--- src/rtl/fpu_pkg.sv ---
// Shared types and constants for the multicycle single-precision adder.
package fpu_pkg;
   typedef enum logic [2:0] {IDLE, UNPACK, ALIGN, ADD, NORM, DONE} state_t;

   localparam int EXP_W  = 8;
   localparam int FRAC_W = 23;
   localparam int MANT_W = 24;

   localparam logic [EXP_W-1:0] EXP_INF = 8'hFF;
   localparam logic [31:0]      FP_ZERO = 32'h0;
endpackage

--- src/rtl/fpu_unpack.sv ---
// Splits an IEEE-754 single into sign, exponent and hidden-bit mantissa.
// Exponent field 0 is treated as zero (denormals flushed); exponent 255 is ordinary.
module fpu_unpack
   import fpu_pkg::*;
(
   input  logic [31:0]       word,
   output logic              sign,
   output logic [EXP_W-1:0]  exp,
   output logic [MANT_W-1:0] mant,
   output logic              is_zero
);
   always_comb begin
      sign    = word[31];
      exp     = word[30:FRAC_W];
      is_zero = (word[30:FRAC_W] == '0);
      mant    = is_zero ? '0 : {1'b1, word[FRAC_W-1:0]};
   end
endmodule

--- src/rtl/fpu_add_sequencer.sv ---
// Multicycle IEEE-754 single adder: unpack, one-bit-per-cycle align, add, one-step-per-cycle normalize.
// Truncating, no NaN/Inf inputs; result register holds until the next operation's done pulse.
module fpu_add_sequencer
   import fpu_pkg::*;
#(
   parameter int MAX_ALIGN = 25
) (
   input  logic        clk,
   input  logic        reset,
   input  logic        start,
   input  logic [31:0] a,
   input  logic [31:0] b,
   output logic        busy,
   output logic        done,
   output logic [31:0] result
);
   localparam int CNT_W = $clog2(MAX_ALIGN + 1);

   state_t              state_q, state_d;
   logic [31:0]         a_q, a_d, b_q, b_d, result_q, result_d;
   logic                sign_q, sign_d, sub_q, sub_d;
   logic [EXP_W:0]      exp_q, exp_d;
   logic [MANT_W-1:0]   mant_l_q, mant_l_d, mant_s_q, mant_s_d;
   logic [MANT_W:0]     sum_q, sum_d;
   logic [CNT_W-1:0]    cnt_q, cnt_d;

   logic                sa, sb, za, zb;
   logic [EXP_W-1:0]    ea, eb;
   logic [MANT_W-1:0]   ma, mb;

   fpu_unpack u_unpack_a (.word(a_q), .sign(sa), .exp(ea), .mant(ma), .is_zero(za));
   fpu_unpack u_unpack_b (.word(b_q), .sign(sb), .exp(eb), .mant(mb), .is_zero(zb));

   logic                a_is_l;
   logic [EXP_W-1:0]    exp_l, exp_s;
   logic [EXP_W:0]      diff, exp_inc;

   always_comb begin
      state_d  = state_q;
      a_d      = a_q;
      b_d      = b_q;
      sign_d   = sign_q;
      sub_d    = sub_q;
      exp_d    = exp_q;
      mant_l_d = mant_l_q;
      mant_s_d = mant_s_q;
      sum_d    = sum_q;
      cnt_d    = cnt_q;
      result_d = result_q;

      // Magnitude order on raw {exp,frac}; ties pick A, which is harmless either way.
      a_is_l  = (a_q[30:0] >= b_q[30:0]);
      exp_l   = a_is_l ? ea : eb;
      exp_s   = a_is_l ? eb : ea;
      diff    = {1'b0, exp_l} - {1'b0, exp_s};
      exp_inc = exp_q + 9'd1;

      case (state_q)
         IDLE: begin
            if (start) begin
               a_d     = a;
               b_d     = b;
               state_d = UNPACK;
            end
         end
         UNPACK: begin
            mant_l_d = a_is_l ? ma : mb;
            mant_s_d = a_is_l ? (zb ? '0 : mb) : (za ? '0 : ma);
            sign_d   = a_is_l ? sa : sb;
            sub_d    = sa ^ sb;
            exp_d    = {1'b0, exp_l};
            cnt_d    = (diff > 9'(MAX_ALIGN)) ? CNT_W'(MAX_ALIGN) : diff[CNT_W-1:0];
            state_d  = (cnt_d != '0) ? ALIGN : ADD;
         end
         ALIGN: begin
            mant_s_d = mant_s_q >> 1;
            cnt_d    = cnt_q - CNT_W'(1);
            if (cnt_q == CNT_W'(1)) state_d = ADD;
         end
         ADD: begin
            sum_d   = sub_q ? ({1'b0, mant_l_q} - {1'b0, mant_s_q})
                            : ({1'b0, mant_l_q} + {1'b0, mant_s_q});
            state_d = NORM;
         end
         NORM: begin
            if (sum_q == '0) begin
               result_d = FP_ZERO;
               state_d  = DONE;
            end else if (sum_q[MANT_W]) begin
               // Carry out: one right shift always lands in range; overflow saturates to infinity.
               result_d = (exp_inc >= {1'b0, EXP_INF}) ? {sign_q, EXP_INF, 23'h0}
                                                       : {sign_q, exp_inc[EXP_W-1:0], sum_q[MANT_W-1:1]};
               state_d  = DONE;
            end else if (sum_q[MANT_W-1]) begin
               result_d = {sign_q, exp_q[EXP_W-1:0], sum_q[FRAC_W-1:0]};
               state_d  = DONE;
            end else if (exp_q == 9'd1) begin
               result_d = FP_ZERO;
               state_d  = DONE;
            end else begin
               sum_d = sum_q << 1;
               exp_d = exp_q - 9'd1;
            end
         end
         DONE: state_d = IDLE;
         default: state_d = IDLE;
      endcase
   end

   always_ff @(posedge clk) begin
      if (reset) begin
         state_q  <= IDLE;
         a_q      <= '0;
         b_q      <= '0;
         sign_q   <= 1'b0;
         sub_q    <= 1'b0;
         exp_q    <= '0;
         mant_l_q <= '0;
         mant_s_q <= '0;
         sum_q    <= '0;
         cnt_q    <= '0;
         result_q <= FP_ZERO;
      end else begin
         state_q  <= state_d;
         a_q      <= a_d;
         b_q      <= b_d;
         sign_q   <= sign_d;
         sub_q    <= sub_d;
         exp_q    <= exp_d;
         mant_l_q <= mant_l_d;
         mant_s_q <= mant_s_d;
         sum_q    <= sum_d;
         cnt_q    <= cnt_d;
         result_q <= result_d;
      end
   end

   assign busy   = (state_q != IDLE);
   assign done   = (state_q == DONE);
   assign result = result_q;
endmodule

--- config.mk ---
export PLATFORM = sky130hd
export DESIGN_NAME = fpu_add_sequencer
export DESIGN_NICKNAME = d
export VERILOG_FILES = /design/src/rtl/fpu_pkg.sv /design/src/rtl/fpu_unpack.sv /design/src/rtl/fpu_add_sequencer.sv
export SDC_FILE = /design/constraint.sdc
export NUM_CORES = 1
export LEC_CHECK = 0
export CAP_MARGIN = 10
export CORE_MARGIN = 2
export CORE_UTILIZATION = 53
export CTS_CLUSTER_SIZE = 10
export DETAILED_ROUTE_END_ITERATION = 8
export GPL_TIMING_DRIVEN = 0
export PLACE_DENSITY_LB_ADDON = 0.1
export SYNTH_ARGS = -nofsm -noshare
export SYNTH_HDL_FRONTEND = slang
export SYNTH_HIERARCHICAL = 1
export SYNTH_SLANG_ARGS = --single-unit
--- constraint.sdc ---
create_clock -name clk -period 3.8 [get_ports clk]
set_input_delay 1.14 -clock clk [delete_from_list [all_inputs] [get_ports clk]]
set_output_delay 1.14 -clock clk [all_outputs]
set_load 0.05 [all_outputs]
==> results of run 1 <==
power breakdown:
group	internal, mW	switching [mW]
clock network	0.865	0.873
logic	3.14	4.57
registers	2.46	0.515
cells by family (layout without fill, tap and decap cells):
logic type      Yosys count  count (layout)  synth area share
simple gates            549             549             0.212
compound gates          424             424             0.241
flops                   188             188             0.320
buf+inv                 176             309            0.0665
fa+ha+maj                71              71            0.0746
xor+xnor                 54              54            0.0402
mux                      51              51            0.0457
worst register-to-register path, stage by stage (launching register included):
cell      delay (ns)
dfxtp_4         0.37
nor3_4          0.22
and4_4          0.26
nor4bb_4        0.31
a21oi_2         0.12
xnor2_2         0.16
ha_1            0.37
a21o_1          0.20
a21o_1          0.20
nor2_1          0.09
nand2_1         0.07
o21ai_2         0.20
o21bai_1        0.10
o41ai_2         0.37
xnor2_1         0.14
a221oi_1        0.28
nor3_1          0.08
registers in the layout (all words and copies together) (netlist names):
name / count
a_q: 32
b_q: 32
result: 32
sum_q: 25
mant_l_q: 24
mant_s_q: 24
exp_q: 9
cnt_q: 5
state_q: 3
sign_q: 1
sub_q: 1
path summary, 6_finish.rpt:
kind | startpoint | to | depth (start not counted)
worst max-delay path | mant_s_q[4] | sum_q[21] | 16
worst max register to register | mant_s_q[4] | sum_q[21] | 16
worst min register to register | result[26] | result[26] | 2
worst min-delay path | result[26] | result[26] | 2
timing repair:
| action | in CTS | in global routing |
|---|---|---|
| gates resized for setup | 13 | 29 |
| buffers inserted | 0 | 4 |
| pin swaps | 0 | 14 |
| endpoints found under the setup margin | 31 | 31 |
| gates cloned | 0 | 0 |
layer usage:
metal	routed length, µm	vias up
li1	-	5618
met1	15200	5185
met2	15400	317
met3	1600	47
met4	808	0
met5	0	-
final cells by class:
class,count,area [µm²],share of cell area
multi-input combinational,1149,7370,0.532
sequential,188,3780,0.273
timing repair buffer,103,1020,0.0737
buffer,115,559,0.0404
clock buffer,17,425,0.0307
tap,280,350,0.0253
inverter,59,221,0.0160
clock inverter,15,133,0.00957
cells in the final DEF, fill, tap and decap left out, drive strengths merged, types with 14 or more instances in the layout:
master and n:
a211oi 40, a21boi 50, a21oi 145, a221oi 38
a22oi 26, buf 39, clkbuf 97, clkdlybuf4s50 99
dfxtp 188, ha 63, inv 66, mux2 22
mux2i 29, nand2 191, nand3 22, nor2 194
nor3 53, nor4 18, o21ai 39, o22ai 14
xnor2 43
==> run_results.csv, run 1 <==
group,metric,value,unit
clock_network,cts.path.max_buffers,2,
synthesis,postSynthAreaPerCell,7.78,µm²
route,drt_wl_total,33100,µm
grt,antenna_found_initial,0,
run,cap_violations,0,
power,finalPower,12.4,mW
timing,fin_crit_sh,0.965,
timing,report.final.slew_viol_count,0,
die,io_pins,101,
worst_setup_path,cp-end-kind,"register",
die,die_w,153,µm
finish,drive_gt1_frac,0.0875,
worst_setup_path,max_stage_delay,0.37,ns
timing,setup_tns,0,ns
power,power_density,897,nW/µm²
clock_network,clkTransAtPathRegs,0.08,ns
worst_setup_path,cp_cell_sequence,"nor3_4 -> and4_4 -> nor4bb_4 -> a21oi_2 -> xnor2_2 -> ha_1 -> a21o_1 -> a21o_1 -> nor2_1 -> nand2_1 -> o21ai_2 -> o21bai_1 -> o41ai_2 -> xnor2_1 -> a221oi_1 -> nor3_1",
worst_setup_path,cp_slowest_cell,"dfxtp_4",
synthesis,synth_top_area_frac,0.320,
placement,placed_area,13100,µm²
grt,grt_pass1_wl,52900,µm
placement,place_inst,1892,
grt,grt_busiest_layer,"met2",
placement,portBuffers,99,
timing,setup_ws,0.133,ns
synthesis,synth_area_leaders,"dfxtp_1 (32%), ha_1 (6.7%), nor2_1 (6.2%)",
clock_network,cts_made_buffers,17,
timing,finClkSkew,0.0137,ns
clock_network,cts_tree,"built",
grt,grt_overflow_total,0,
clock_network,cts_max_level,4,
worst_setup_path,crit_family,"compound AO/OA/AOI/OAI gates",
route,first_pass_iters,7,
worst_setup_path,crit_path_start_kind,"register",
route,drtAntennaViolNets,0,
worst_setup_path,cp.arrival,3.96,ns
synthesis,netlist_instances,1513,
power,max-vdd-ir-drop,0.000343,V
finish,nets,1764,
route,wl_per_cell,17.2,µm
clock_network,cts_hold_buf,0,
grt,first_global_vias,10330,
die,die_height,153,µm
placement,gp_congestion,0.878,
grt,use_met2,0.463,
synthesis,syn_area,11800,µm²
timing,tightest_slew,1.17,ns
power,p_leak,5.22,nW
worst_setup_path,worst-path-buf-inv,0,
timing,setup_viol,0,
synthesis,yosysTopAreaCell,"dfxtp_1",
timing,hold_viol_final,0,
clock_network,cts_sinks,188,
synthesis,synth.distinct_cells,75,
clock_network,clock-root-buffer,"clkbuf_16",
min_path,hp-class,"register to register",
outcome,status,"completed",
route,vias_per_cell,5.80,
route,route.detailed.drc,0,
die,start_util,0.540,
timing,timing.hold.ws,0.452,ns
clock_network,clkLatencyLatePin,0.44,ns
finish,fin_cells,1926,
worst_setup_path,crit_required,4.10,ns
synthesis,syn_nets,1644,
die,die-area,23400,µm²
finish,utilization,0.635,
worst_setup_path,path_class,"register to register",
grt,grt_max_degree,19,
die,placementRows,54,
synthesis,synth_ff_type,"dfxtp_1",
synthesis,synth_edf_count,0,
worst_setup_path,cpMostUsedCell,"a21o_1",
grt,global_route.usage.met1,0.369,
synthesis,yosys-top-cells-count,"nor2_1 (194), nand2_1 (191), dfxtp_1 (188)",
timing,rsz0062_at_grt,"true",
synthesis,ys_seq_area_frac,0.320,
worst_setup_path,worst-r2r-setup-slack,0.13,ns
finish,fill_cells,2057,
finish,syn2layout_area_growth,17.7,%
finish,n_antenna_cell,0,
route,drtIter0Drc,617,
placement,dp.final_hpwl,26000,µm
synthesis,ys_async_sr_fraction,0,
placement,dp_slack,-0.458,ns
worst_setup_path,cp_max_fo,4,
die,core,21800,µm²
synthesis,synth_seq_cells,188,
route,dr_total_vias,11167,
synthesis,yosysMostFrequentCell,"nor2_1",
timing,max_freq,273,MHz
grt,met3_usage,0.0332,
grt,grt_use_total,0.274,
timing,post-route-min-period,3.67,ns
synthesis,ys_warn_count,6,
finish,final_area,13900,µm²
timing,relSlewSlack,0.217,
No activity file was read; power rests on OpenSTA's default activity.
==> run 2: changes to the inputs <==
==> constraint.sdc (replaced) <==
create_clock -name clk -period 3.9 [get_ports clk]
set_input_delay 1.17 -clock clk [delete_from_list [all_inputs] [get_ports clk]]
set_output_delay 1.17 -clock clk [all_outputs]
set_load 0.05 [all_outputs]
==> run 2 against run 1 <==
Effect of this change: power shrank 3.0%; global-route usage shrank 0.072 points; clock skew grew 0.00064 ns; worst setup slack gained 0.051 ns; first-iteration DRC count shrank 2.8%; wire length shrank 0.24%; cell count is the same; maximum frequency shrank 1.3%; clock power shrank 2%; core utilization shrank 0.20 points; critical path type unchanged; largest power group unchanged.
==> run_results.csv, run 2 (synthesized netlist as in run 1, its figures left out) <==
group,metric,value,unit
clock_network,clkTransAtPathRegs,0.08,ns
die,start_util,0.540,
timing,tightest_slew,1.16,ns
die,die-area,23400,µm²
route,drtIter0Drc,600,
run,cap_violations,0,
grt,grt_use_total,0.274,
clock_network,cts_made_buffers,17,
timing,setup_viol,0,
timing,fin_crit_sh,0.953,
timing,relSlewSlack,0.222,
route,vias_per_cell,5.78,
timing,finClkSkew,0.0144,ns
power,power_density,872,nW/µm²
finish,mostFrequentLayoutCell,"nor2_1",
grt,grt_max_degree,19,
die,die_w,153,µm
power,p_leak,5.20,nW
grt,grt_overflow_total,0,
clock_network,cts_sinks,188,
route,route.detailed.drc,0,
die,placementRows,54,
worst_setup_path,crit_required,4.20,ns
clock_network,cts.path.max_buffers,2,
finish,drive_gt1_frac,0.0814,
route,drtAntennaViolNets,0,
timing,timing.hold.ws,0.452,ns
finish,final_cell_mix,"nor2_1 (194), nand2_1 (190), dfxtp_1 (184)",
timing,hold_viol_final,0,
timing,max_freq,269,MHz
die,core,21800,µm²
timing,setup_ws,0.185,ns
power,max-vdd-ir-drop,0.000338,V
worst_setup_path,path_class,"register to register",
worst_setup_path,cp-end-kind,"register",
placement,gp_congestion,0.878,
worst_setup_path,cp.arrival,4.01,ns
min_path,hp-class,"register to register",
timing,post-route-min-period,3.72,ns
finish,nets,1764,
route,dr_total_vias,11134,
grt,grt_pass1_wl,52800,µm
die,io_pins,101,
placement,dp_slack,-0.358,ns
finish,n_antenna_cell,0,
clock_network,cts_tree,"built",
grt,first_global_vias,10343,
grt,antenna_found_initial,0,
finish,utilization,0.633,
timing,setup_tns,0,ns
placement,portBuffers,99,
worst_setup_path,cp_max_fo,5,
route,wl_per_cell,17.1,µm
timing,report.final.slew_viol_count,0,
clock_network,cts_max_level,4,
clock_network,clock-root-buffer,"clkbuf_16",
outcome,status,"completed",
finish,syn2layout_area_growth,17.3,%
clock_network,clkLatencyLatePin,0.44,ns
die,die_height,153,µm
placement,dp.final_hpwl,26000,µm
worst_setup_path,crit_path_start_kind,"register",
route,first_pass_iters,7,
route,drt_wl_total,33000,µm
==> run 2: cell counts in the layout (fill, tap and decap cells not counted) <==
Identical to the previous run, type by type.
==> run 2: stage by stage <==
stage / area, µm² / std cells / total power, mW
final: 13800 / 1926 / 12.1
after global routing: 13800 / 1926 / 13.0
after CTS: 13700 / 1923 / 11.7
after detailed placement: 13100 / 1892 / 9.99
after floorplan: 11800 / 1513 / 8.29
after global placement: 13100 / 1892 / 9.84
==> run 2: worst paths after layout <==
path,start,to,slack (ns),cells past startpoint
worst max-delay path,mant_s_q[3],sum_q[21],0.18,16
worst min-delay path,result[26],result[26],0.45,2
worst max register to register,mant_s_q[3],sum_q[21],0.18,16
worst min register to register,result[26],result[26],0.45,2
==> run 2: layout make-up <==
| cell class | count | area [µm²] |
|---|---|---|
| Tap cell | 280 | 350 |
| Clock inverter | 15 | 133 |
| Multi-Input combinational cell | 1149 | 7340 |
| Buffer | 115 | 559 |
| Inverter | 59 | 221 |
| Sequential cell | 188 | 3770 |
| Clock buffer | 17 | 425 |
| Fill cell | 2062 | 8010 |
| Timing Repair Buffer | 103 | 1020 |
==> run 2: timing repair <==
item / CTS / global route
setup endpoints to repair: 13 / 32
endpoints found under the hold margin: 0 / 0
hold buffers: 0 / 0
pin swaps: 0 / 5
gates resized for setup: 7 / 25
setup buffers: 0 / 4
==> run 2: per-layer routing <==
metal,vias up,GRT usage,share of wire,wire (µm)
li1,5624,-,-,-
met1,5109,0.368,0.46,15200
met2,346,0.462,0.47,15400
met3,55,0.0332,0.050,1650
met4,0,0.0807,0.023,771
met5,-,0,0,0
==> run 2: critical path, cell delays in order, from the launching register on <==
cell      delay [ns]
dfxtp_1         0.39
nor3_4          0.24
and4_4          0.26
nor4bb_4        0.32
a21oi_2         0.11
xnor2_1         0.24
ha_1            0.33
a21o_1          0.21
a21o_1          0.22
a31oi_4         0.17
a31oi_1         0.07
o21ai_2         0.10
o21bai_1        0.10
o41ai_2         0.37
xnor2_1         0.12
a221oi_1        0.25
nor3_1          0.08
==> run 2: power by group <==
group,internal (mW),switching (mW)
Sequential,2.39,0.503
Clock,0.843,0.852
Combinational,3.04,4.43
